==> src/rtl/cache_ctrl_if.sv <==
// Bus bundle for cache_ctrl: requester handshake, data array access and next-level memory port.
// The controller uses the slave modport; the requester/array/memory side uses master.
interface cache_ctrl_if #(
    parameter int unsigned TAG_W   = 8,
    parameter int unsigned INDEX_W = 2,
    parameter int unsigned DATA_W  = 8
);
    // Requester side
    logic                      req_valid;
    logic                      req_ready;
    logic                      req_write;
    logic [INDEX_W-1:0]        req_index;
    logic [TAG_W-1:0]          req_tag;
    logic [DATA_W-1:0]         req_data;
    logic                      resp_valid;
    logic                      resp_hit;
    logic [DATA_W-1:0]         resp_data;
    // Data array side
    logic [INDEX_W-1:0]        arr_index;
    logic                      arr_way;
    logic                      arr_we;
    logic [DATA_W-1:0]         arr_wdata;
    logic [DATA_W-1:0]         arr_rdata;
    // Next-level memory side
    logic                      mem_req;
    logic                      mem_we;
    logic [TAG_W+INDEX_W-1:0]  mem_addr;
    logic [DATA_W-1:0]         mem_wdata;
    logic                      mem_ack;
    logic [DATA_W-1:0]         mem_rdata;

    modport slave (
        input  req_valid, req_write, req_index, req_tag, req_data, arr_rdata, mem_ack, mem_rdata,
        output req_ready, resp_valid, resp_hit, resp_data, arr_index, arr_way, arr_we,
        output arr_wdata, mem_req, mem_we, mem_addr, mem_wdata
    );

    modport master (
        output req_valid, req_write, req_index, req_tag, req_data, arr_rdata, mem_ack, mem_rdata,
        input  req_ready, resp_valid, resp_hit, resp_data, arr_index, arr_way, arr_we,
        input  arr_wdata, mem_req, mem_we, mem_addr, mem_wdata
    );
endinterface

==> src/rtl/cache_ctrl.sv <==
// Sequencing controller for a 2-way set-associative write-back/write-allocate L1 data array.
// Holds tag/valid/dirty/LRU state, does the hit lookup, and on a miss writes back a dirty
// victim and refills it from next-level memory. The data array itself lives outside.
module cache_ctrl #(
    parameter int unsigned TAG_W   = 8,
    parameter int unsigned INDEX_W = 2,
    parameter int unsigned DATA_W  = 8
) (
    input logic        clock,
    input logic        reset_n,
    cache_ctrl_if.slave bus
);
    localparam int unsigned Sets = 1 << INDEX_W;

    typedef enum logic [2:0] {StIdle, StLookup, StWb, StFill, StResp} state_e;

    state_e state_q, state_d;

    // Per-set bookkeeping; lru_q[s] names the way to evict next.
    logic [TAG_W-1:0]   tag_q [Sets][2];
    logic [1:0]         valid_q [Sets];
    logic [1:0]         dirty_q [Sets];
    logic [Sets-1:0]    lru_q;

    // Request captured at accept
    logic               write_q;
    logic [INDEX_W-1:0] index_q;
    logic [TAG_W-1:0]   rtag_q;
    logic [DATA_W-1:0]  wdata_q;

    logic               victim_q;
    logic               resp_hit_q;
    logic [DATA_W-1:0]  resp_data_q;

    logic hit0, hit1, hit, hit_way, victim_sel, victim_dirty;
    logic mem_done;

    // Tag compare and victim choice for the latched set
    always_comb begin
        hit0 = valid_q[index_q][0] && (tag_q[index_q][0] == rtag_q);
        hit1 = valid_q[index_q][1] && (tag_q[index_q][1] == rtag_q);
        hit = hit0 | hit1;
        hit_way = hit1;
        if (!valid_q[index_q][0]) begin
            victim_sel = 1'b0;
        end else if (!valid_q[index_q][1]) begin
            victim_sel = 1'b1;
        end else begin
            victim_sel = lru_q[index_q];
        end
        victim_dirty = valid_q[index_q][victim_sel] && dirty_q[index_q][victim_sel];
        // Acks are only meaningful while a memory request is outstanding
        mem_done = bus.mem_ack && ((state_q == StWb) || (state_q == StFill));
    end

    // State register
    always_ff @(posedge clock or negedge reset_n) begin
        if (!reset_n) begin
            state_q <= StIdle;
        end else begin
            state_q <= state_d;
        end
    end

    // Next-state logic
    always_comb begin
        state_d = state_q;
        unique case (state_q)
            StIdle:   if (bus.req_valid) state_d = StLookup;
            StLookup: begin
                if (hit) begin
                    state_d = StResp;
                end else if (victim_dirty) begin
                    state_d = StWb;
                end else begin
                    state_d = StFill;
                end
            end
            StWb:     if (mem_done) state_d = StFill;
            StFill:   if (mem_done) state_d = StResp;
            StResp:   state_d = StIdle;
            default:  state_d = StIdle;
        endcase
    end

    // Output decode from the current state
    always_comb begin
        bus.req_ready  = (state_q == StIdle);
        bus.resp_valid = (state_q == StResp);
        bus.resp_hit   = (state_q == StResp) && resp_hit_q;
        bus.resp_data  = (state_q == StResp) ? resp_data_q : '0;
        bus.arr_index  = index_q;
        bus.arr_way    = (state_q == StLookup) ? hit_way : victim_q;
        bus.arr_we     = 1'b0;
        bus.arr_wdata  = write_q ? wdata_q : bus.mem_rdata;
        bus.mem_req    = 1'b0;
        bus.mem_we     = 1'b0;
        bus.mem_addr   = '0;
        bus.mem_wdata  = '0;
        unique case (state_q)
            StLookup: bus.arr_we = hit && write_q;
            StWb: begin
                bus.mem_req   = 1'b1;
                bus.mem_we    = 1'b1;
                bus.mem_addr  = {tag_q[index_q][victim_q], index_q};
                // Array is not written during write-back, so this read is stable
                bus.mem_wdata = bus.arr_rdata;
            end
            StFill: begin
                bus.mem_req  = 1'b1;
                bus.mem_addr = {rtag_q, index_q};
                bus.arr_we   = bus.mem_ack;
            end
            default: ;
        endcase
    end

    // Request latch, bookkeeping updates and response capture
    always_ff @(posedge clock or negedge reset_n) begin
        if (!reset_n) begin
            for (int unsigned i = 0; i < Sets; i++) begin
                tag_q[i][0] <= '0;
                tag_q[i][1] <= '0;
                valid_q[i]  <= '0;
                dirty_q[i]  <= '0;
            end
            lru_q       <= '0;
            write_q     <= 1'b0;
            index_q     <= '0;
            rtag_q      <= '0;
            wdata_q     <= '0;
            victim_q    <= 1'b0;
            resp_hit_q  <= 1'b0;
            resp_data_q <= '0;
        end else begin
            if ((state_q == StIdle) && bus.req_valid) begin
                write_q <= bus.req_write;
                index_q <= bus.req_index;
                rtag_q  <= bus.req_tag;
                wdata_q <= bus.req_data;
            end
            if (state_q == StLookup) begin
                victim_q   <= victim_sel;
                resp_hit_q <= hit;
                if (hit) begin
                    lru_q[index_q] <= ~hit_way;
                    if (write_q) begin
                        dirty_q[index_q][hit_way] <= 1'b1;
                        resp_data_q <= wdata_q;
                    end else begin
                        resp_data_q <= bus.arr_rdata;
                    end
                end
            end
            if ((state_q == StFill) && mem_done) begin
                tag_q[index_q][victim_q]   <= rtag_q;
                valid_q[index_q][victim_q] <= 1'b1;
                dirty_q[index_q][victim_q] <= write_q;
                lru_q[index_q]             <= ~victim_q;
                resp_data_q                <= write_q ? wdata_q : bus.mem_rdata;
            end
        end
    end
endmodule

==> src/flat_wrapper.sv <==
// flat-port wrapper written by rule: the top's interface ports become plain ports
module cache_ctrl_flat 
#(
    parameter int unsigned TAG_W   = 8,
    parameter int unsigned INDEX_W = 2,
    parameter int unsigned DATA_W  = 8
)
  (clock, reset_n, bus_req_valid, bus_req_write, bus_req_index, bus_req_tag, bus_req_data, bus_arr_rdata, bus_mem_ack, bus_mem_rdata, bus_req_ready, bus_resp_valid, bus_resp_hit, bus_resp_data, bus_arr_index, bus_arr_way, bus_arr_we, bus_arr_wdata, bus_mem_req, bus_mem_we, bus_mem_addr, bus_mem_wdata);
  cache_ctrl_if #(.TAG_W(TAG_W), .INDEX_W(INDEX_W), .DATA_W(DATA_W)) bus_i ();
  input logic clock;
  input logic reset_n;
  input wire logic [$bits(bus_i.req_valid)-1:0] bus_req_valid;
  input wire logic [$bits(bus_i.req_write)-1:0] bus_req_write;
  input wire logic [$bits(bus_i.req_index)-1:0] bus_req_index;
  input wire logic [$bits(bus_i.req_tag)-1:0] bus_req_tag;
  input wire logic [$bits(bus_i.req_data)-1:0] bus_req_data;
  input wire logic [$bits(bus_i.arr_rdata)-1:0] bus_arr_rdata;
  input wire logic [$bits(bus_i.mem_ack)-1:0] bus_mem_ack;
  input wire logic [$bits(bus_i.mem_rdata)-1:0] bus_mem_rdata;
  output wire logic [$bits(bus_i.req_ready)-1:0] bus_req_ready;
  output wire logic [$bits(bus_i.resp_valid)-1:0] bus_resp_valid;
  output wire logic [$bits(bus_i.resp_hit)-1:0] bus_resp_hit;
  output wire logic [$bits(bus_i.resp_data)-1:0] bus_resp_data;
  output wire logic [$bits(bus_i.arr_index)-1:0] bus_arr_index;
  output wire logic [$bits(bus_i.arr_way)-1:0] bus_arr_way;
  output wire logic [$bits(bus_i.arr_we)-1:0] bus_arr_we;
  output wire logic [$bits(bus_i.arr_wdata)-1:0] bus_arr_wdata;
  output wire logic [$bits(bus_i.mem_req)-1:0] bus_mem_req;
  output wire logic [$bits(bus_i.mem_we)-1:0] bus_mem_we;
  output wire logic [$bits(bus_i.mem_addr)-1:0] bus_mem_addr;
  output wire logic [$bits(bus_i.mem_wdata)-1:0] bus_mem_wdata;
  assign bus_i.req_valid = bus_req_valid;
  assign bus_i.req_write = bus_req_write;
  assign bus_i.req_index = bus_req_index;
  assign bus_i.req_tag = bus_req_tag;
  assign bus_i.req_data = bus_req_data;
  assign bus_i.arr_rdata = bus_arr_rdata;
  assign bus_i.mem_ack = bus_mem_ack;
  assign bus_i.mem_rdata = bus_mem_rdata;
  assign bus_req_ready = bus_i.req_ready;
  assign bus_resp_valid = bus_i.resp_valid;
  assign bus_resp_hit = bus_i.resp_hit;
  assign bus_resp_data = bus_i.resp_data;
  assign bus_arr_index = bus_i.arr_index;
  assign bus_arr_way = bus_i.arr_way;
  assign bus_arr_we = bus_i.arr_we;
  assign bus_arr_wdata = bus_i.arr_wdata;
  assign bus_mem_req = bus_i.mem_req;
  assign bus_mem_we = bus_i.mem_we;
  assign bus_mem_addr = bus_i.mem_addr;
  assign bus_mem_wdata = bus_i.mem_wdata;
  cache_ctrl #(.TAG_W(TAG_W), .INDEX_W(INDEX_W), .DATA_W(DATA_W)) u_core (.clock(clock), .reset_n(reset_n), .bus(bus_i));
endmodule
==> config.mk <==
export PLATFORM = sky130hd
export DESIGN_NAME = cache_ctrl_flat
export DESIGN_NICKNAME = d
export VERILOG_FILES = /design/src/rtl/cache_ctrl_if.sv /design/src/rtl/cache_ctrl.sv /design/src/flat_wrapper.sv
export SDC_FILE = /design/constraint.sdc
export NUM_CORES = 1
export LEC_CHECK = 0
export CAP_MARGIN = 20
export CELL_PAD_IN_SITES_DETAIL_PLACEMENT = 1
export CELL_PAD_IN_SITES_GLOBAL_PLACEMENT = 2
export CORE_ASPECT_RATIO = 0.5
export CORE_UTILIZATION = 33
export DETAILED_ROUTE_END_ITERATION = 8
export PLACE_DENSITY = 0.83
export SETUP_SLACK_MARGIN = 0.15
export SLEW_MARGIN = 25
export SYNTH_ARGS = -nofsm -noshare
export SYNTH_HDL_FRONTEND = slang
export SYNTH_SLANG_ARGS = --single-unit
==> constraint.sdc <==
create_clock -name clock -period 3.15 [get_ports clock]
set_input_delay 0.945 -clock clock [delete_from_list [all_inputs] [get_ports clock]]
set_output_delay 0.945 -clock clock [all_outputs]
set_load 0.005 [all_outputs]
==> flow_summary.toml, run 1 <==
[detailed_routing]
dr.pass1.iters = 4
routed_wl_um = 18700
wire_per_inst_um = 21.6
vias = 4504
drt_iter0_markers = 303
viasPerCell = 5.19
drcViolationCount = 0
postRouteAntennaNets = 0

[setup_path]
start_kind = "flop"
rrSetupSlack_ns = 0.12
crit_required_ns = 2.20
critical_path_class = "reg -> out"
reg2reg_depth = 11
reg2reg_to = "u_core.resp_data_q[7]$_DFFE_PN0P_"
crit_arrival_ns = 2.79
cp-end-kind = "output pin"
r2r-start = "u_core.bus.arr_index[0]$_DFFE_PN0P_"
path_max_fanout = 6

[logic_synthesis]
synth_top_area_cell = "dfrtp_1"
yosysMostFrequentCell = "dfrtp_1"
synth_warnings = 0
synth_fa_ha_area_frac = 0
synthTopCellsByArea = "dfrtp_1 50%, mux2_2 17%, mux4_1 4.5%, mux4_2 4.3%, a21oi_1 2.5%"
synth_area_per_cell_um2 = 12.2
synthFlopType = "dfrtp_1"
synth_compound_area_frac = 0.0671
synth_top_family_by_area = "multiplexers"
ys_async_sr_fraction = 1.00
syn_nets = 516
netlist_area_um2 = 5800
synth_simple_gate_area_frac = 0.100
ys_ff_latch = 116
synth.top_cell.area_share = 0.500
synth_xor_area_frac = 0.0257
synth.area.mux_share = 0.275
synth-edff-count = 0
synth.distinct_cells = 41
yosysSeqAreaShare = 0.500
syn_inst = 477
synthTopCellsByCount = "116 x dfrtp_1, 90 x mux2_2, 34 x nand2_1"

[clock_network]
root_buffer = "clkbuf_16"
h-tree-depth = 4
numCtsBuffers = 17
cts_tree = "done"
cts.clk_slew.worst_paths_ns = 0.05
cts.path.max_buffers = 2
clock-sinks = 116
clock_latency_ns = 0.41

[final_layout]
fin_nets = 668
antenna_cells = 0
instances_no_fill = 867
n_fill_cell = 1729
area_growth_pct = 42.5
drive_gt1_frac = 0.436

[timing]
min_period_ns = 3.73
rsz0062_at_grt = "yes"
finalHoldViolCount = 0
tns_ns = -2.20
maxSlewHeadroom = 0.506
skew_ns = 0.0112
slew_violations = 0
setup_viol = 9
fin_crit_sh = 1.19
worstMarginPinSlew_ns = 0.741
setup_ws_ns = -0.584
clock.fmax_mhz = 268

[global_routing]
grt-ovfl-total = 0
grt_max_degree = 57
grt_pass1_vias = 4899
grt_pass1_wl_um = 28300
grt_antenna_before_repair = 0
gr-usage-all-layers = 0.210

[flow_run]
cap_violations = 0

[status]
violations = "negative setup slack"
status = "finished, violations left"

[floorplanning]
coreArea_um2 = 16800
num_rows = 33
io_pins = 82
die_w_um = 190
die_y_um = 95.8
start_util = 0.346
dieArea_um2 = 18200

[min_path]
worstHoldPathCells = 1
worstHoldStart = "u_core.valid_q[0]$_DFFE_PN0P_"
worst_hold_path.endpoint = "u_core.valid_q[0]$_DFFE_PN0P_"
hold_class = "reg -> reg"

[pwr]
p_per_area_nw_per_um2 = 1140
peakVddDrop_mv = 0.576
power_w = 0.00940
leakage_nw = 3.80

[place]
port_buffers = 81
place_inst = 800
place_ws_ns = -0.527
gp_congestion = 0.810
dp_hpwl_um = 11300
==> per-layer routing <==
metal,vias to the layer above,share of wire,track usage,routed length [um]
met5,-,0,0,0
met4,0,0.012,0.0638,229
met3,22,0.049,0.0492,919
met2,137,0.50,0.363,9330
met1,2344,0.44,0.264,8230
li1,2001,-,-,-
==> cell usage in the layout, fill, tap and decap left out, drive strengths merged, types with 2 or more instances in the layout <==
cell / count
mux2i: 4
buf: 88
o31ai: 5
and3: 9
clkinv: 3
nor2: 31
clkinvlp: 5
nand2: 34
o21ai: 28
a21oi: 29
nand3: 4
nand2b: 8
clkdlybuf4s50: 52
dlygate4sd2: 12
inv: 11
nor2b: 2
nor3b: 2
dlymetal6s2s: 8
a31oi: 2
xnor2: 16
mux2: 92
mux4: 21
nor3: 3
and2: 12
clkbuf: 24
dfrtp: 116
bufinv: 2
nand4: 3
or2: 5
==> sequential cells by signal, indices dropped and copies added (netlist names) <==
signal,flops
u_core.valid_q,8
u_core.write_q,1
u_core.victim_q,1
u_core.state_q,3
u_core.resp_hit_q,1
u_core.wdata_q,8
u_core.lru_q,4
u_core.bus.arr_index,2
u_core.dirty_q,8
u_core.tag_q,64
u_core.rtag_q,8
u_core.resp_data_q,8
==> area by class of cell <==
type                    count  area [um^2]  share of cell area
flip-flops and latches    116         2900               0.351
well taps                 227          284              0.0343
inverters                  12         48.8             0.00590
repair buffers            163         1580               0.191
clock inverters             9          105              0.0127
multi-input cells         319         2880               0.348
clock buffers              21          470              0.0569
==> critical path: stages, from the launching register on <==
cell and delay, ns:
dfrtp_1 0.38, buf_6 0.13, buf_16 0.12, mux4_1 0.61, xnor2_1 0.25, nand4_1 0.24, nor3_2 0.27, o21ai_1 0.11
nand2_1 0.12, buf_2 0.13
==> power by group <==
part	switching, W	internal [W]	total (W)
Sequential	0.000562	0.00219	0.00275
Clock	0.000690	0.00121	0.00190
Combinational	0.00217	0.00258	0.00475
Total	0.00342	0.00598	0.00940
==> cell families (layout without fill, tap and decap cells) <==
logic type | Yosys count | after routing
AO/OA/AOI/OAI | 69 | 69
XOR/XNOR | 17 | 17
buffers and inverters | 43 | 205
flip-flops | 116 | 116
multiplexers | 117 | 117
AND/OR/NAND/NOR | 115 | 116
==> per-stage QoR <==
step                      instance area (um^2)   util  hold slack (ns)
after global placement                    7150  0.426            0.447
after global routing                      8270  0.493            0.506
after floorplan                           5800      -            0.429
after detailed placement                  7150  0.426            0.450
after CTS                                 8000  0.477            0.463
final                                     8270  0.493            0.476
==> worst max-delay path by stage <==
| stage | slack (ns) | endpoint | depth (start not counted) | from |
|---|---|---|---|---|
| floorplan | 0.15 | bus_arr_we | 8 | u_core.bus.arr_index[1]$_DFFE_PN0P_ |
| global placement | -0.44 | bus_arr_we | 8 | u_core.bus.arr_index[0]$_DFFE_PN0P_ |
| detailed placement | -0.53 | bus_arr_we | 8 | u_core.bus.arr_index[0]$_DFFE_PN0P_ |
| CTS | -0.50 | bus_arr_way | 10 | u_core.bus.arr_index[0]$_DFFE_PN0P_ |
| global route | -0.68 | bus_arr_way | 11 | u_core.bus.arr_index[0]$_DFFE_PN0P_ |
| finish | -0.58 | bus_arr_we | 9 | u_core.bus.arr_index[0]$_DFFE_PN0P_ |
==> what timing repair did <==
item,CTS,global route
buffers inserted,19,15
cloned,2,1
pin swaps,20,22
resized for setup,85,43
hold buffers,0,0
setup endpoints to repair,38,40
Note: power is estimated with default switching activity, not from simulation.
==> run 2: changes to the inputs <==
--- a/config.mk
+++ b/config.mk
@@ -9,9 +9,11 @@
 export CELL_PAD_IN_SITES_DETAIL_PLACEMENT = 1
 export CELL_PAD_IN_SITES_GLOBAL_PLACEMENT = 2
 export CORE_ASPECT_RATIO = 0.5
-export CORE_UTILIZATION = 33
+export CORE_UTILIZATION = 34
+export CTS_BUF_LIST = sky130_fd_sc_hd__clkbuf_4
 export DETAILED_ROUTE_END_ITERATION = 8
-export PLACE_DENSITY = 0.83
+export GPL_ROUTABILITY_DRIVEN = 1
+export PLACE_DENSITY_LB_ADDON = 0.1
 export SETUP_SLACK_MARGIN = 0.15
 export SLEW_MARGIN = 25
 export SYNTH_ARGS = -nofsm -noshare
==> run 2 against run 1 <==
  * The flow still finishes with violations (negative setup slack)
  * Die area down 2.9%
  * Flip-flop and latch count is the same
  * Utilization is 0.71 points lower
  * Worst hold slack got worse by 0.24 ns
  * Critical path depth up 1
  * Sequential power fell by 3%
  * Critical endpoint unchanged
==> flow_summary.toml, run 2 (synthesis results as in run 1) <==
[status]
status = "finished, violations left"
violations = "negative setup slack"

[timing]
worstMarginPinSlew_ns = 0.492
skew_ns = 0.0247
slew_violations = 0
setup_ws_ns = -0.480
clock.fmax_mhz = 276
maxSlewHeadroom = 0.671
finalHoldViolCount = 0
fin_crit_sh = 1.15
tns_ns = -1.25
whs_ns = 0.240
min_period_ns = 3.63
rsz0062_at_grt = "yes"
setup_viol = 7

[clock_network]
clock_latency_ns = 0.52
cts.path.max_buffers = 2
numCtsBuffers = 17
postCtsHoldBufs = 0
cts_tree = "done"
cts.clk_slew.worst_paths_ns = 0.12
root_buffer = "clkbuf_4"
clock-sinks = 116
h-tree-depth = 4

[setup_path]
crit_arrival_ns = 2.68
critPathLaunch = "u_core.bus.arr_index[0]$_DFFE_PN0P_"
reg2reg_depth = 10
cp-end-kind = "output pin"
reg2reg_to = "u_core.resp_data_q[7]$_DFFE_PN0P_"
rrSetupSlack_ns = 0.29
crit_required_ns = 2.20
r2r-start = "u_core.bus.arr_index[0]$_DFFE_PN0P_"
critical_path_class = "reg -> out"
start_kind = "flop"
path_max_fanout = 7

[pwr]
p_int_w = 0.00539
p_per_area_nw_per_um2 = 1060
peakVddDrop_mv = 0.314
p_switching_w = 0.00315
clkPwrFrac = 0.155
p_comb_frac = 0.531
power_frac_seq = 0.314
p_sw_frac = 0.369
leakage_nw = 3.80

[global_routing]
gr-usage-all-layers = 0.211
busiest_layer = "met2"
globalRouteMet1Util = 0.288
grt_use_met3 = 0.0450
grt-ovfl-total = 0
grt_max_degree = 75
grt_pass1_vias = 4681
grt_pass1_wl_um = 27700
use_met2 = 0.346
grt_antenna_before_repair = 0

[final_layout]
largest-register = "u_core.tag_q"
fin_nets = 668
layout_common_cells = "114 x dfrtp_1, 90 x mux2_2, 63 x buf_4"
largest_reg_flops = 64
area_growth_pct = 38.4
register_area_um2 = 2910
multiInputGateArea_um2 = 2910
n_fill_cell = 1736
drive_gt1_frac = 0.458
mostFrequentLayoutCell = "dfrtp_1"
antenna_cells = 0

[place]
gp_congestion = 0.782
port_buffers = 81
dp_hpwl_um = 11700

[detailed_routing]
routed_wl_um = 17300
postRouteAntennaNets = 0
drt_iter0_markers = 135
dr.pass1.iters = 4
viasPerCell = 5.09
vias = 4419
drcViolationCount = 0
wire_per_inst_um = 19.9

[floorplanning]
coreArea_um2 = 16500
die_w_um = 187
start_util = 0.351
io_pins = 82
die_y_um = 94.4
num_rows = 33
dieArea_um2 = 17600

[flow_run]
cap_violations = 0

[min_path]
hold_class = "in -> async"
==> run 2: cell types whose count changed in the layout (fill, tap and decap cells not counted), sizes merged <==
| cell | change |
|---|---|
| buf | -1 |
| clkdlybuf4s50 | -14 |
| bufinv | +3 |
| clkdlybuf4s15 | +2 |
| bufbuf | +1 |
| dlygate4sd2 | +3 |
| clkbuf | +2 |
| dlymetal6s2s | +4 |
| clkinvlp | -1 |
| clkinv | +2 |
| inv | +1 |
==> run 2: repair_timing <==
action,in CTS,in global routing
setup buffers,15,10
endpoints found under the setup margin,39,25
gates resized for setup,91,67
cloned,3,0
pin swaps,15,20
==> run 2: how the worst max path moves through the flow <==
stage / slack [ns] / endpoint / depth (start not counted)
2_1_floorplan: 0.15 / bus_arr_we / 8
3_3_place_gp: -0.48 / bus_arr_we / 9
3_5_place_dp: -0.52 / bus_arr_we / 9
4_1_cts: -0.57 / bus_arr_way / 9
5_1_grt: -0.64 / bus_arr_we / 10
6_report: -0.48 / bus_arr_we / 10
==> run 2: layout make-up <==
| class | instances | share of cell area |
|---|---|---|
| inverters | 12 | 0.00561 |
| clock buffers | 18 | 0.0168 |
| multi-input cells | 319 | 0.363 |
| clock inverters | 14 | 0.0262 |
| repair buffers | 163 | 0.191 |
| flip-flops and latches | 116 | 0.362 |
| well taps | 227 | 0.0354 |
==> run 2: worst max-delay path, stage by stage, from the launching register on <==
cell     delay (ns)
dfrtp_2        0.43
buf_6          0.12
buf_12         0.12
mux4_2         0.55
xnor2_2        0.19
nand4_1        0.18
nor3_2         0.18
buf_4          0.14
o21ai_2        0.07
nand2_1        0.09
buf_6          0.10
==> run 2: metrics by stage <==
step / worst slack [ns] / instance area, um^2 / instances / utilization / total power (W)
after global placement: -0.484 / 7230 / 810 / 0.438 / 0.00645
after CTS: -0.568 / 7800 / 860 / 0.473 / 0.00825
after global routing: -0.643 / 8030 / 869 / 0.486 / 0.00913
final: -0.480 / 8030 / 869 / 0.486 / 0.00854
after detailed placement: -0.518 / 7230 / 810 / 0.438 / 0.00653
after floorplan: 0.151 / 5800 / 477 / - / 0.00488
==> run 2: routing by layer <==
metal / routed length (um) / share of wire
met1: 8370 / 0.48
met2: 8080 / 0.47
met3: 713 / 0.041
met4: 108 / 0.0063
met5: 0 / 0
==> run 2: power by group through the flow <==
stage               clock (W)  combinational (W)  sequential (W)
finish                0.00133            0.00453         0.00268
global route          0.00142            0.00493         0.00278
CTS                   0.00136            0.00423         0.00266
detailed placement          0            0.00386         0.00266
global placement            0            0.00380         0.00265
floorplan                   0            0.00243         0.00245
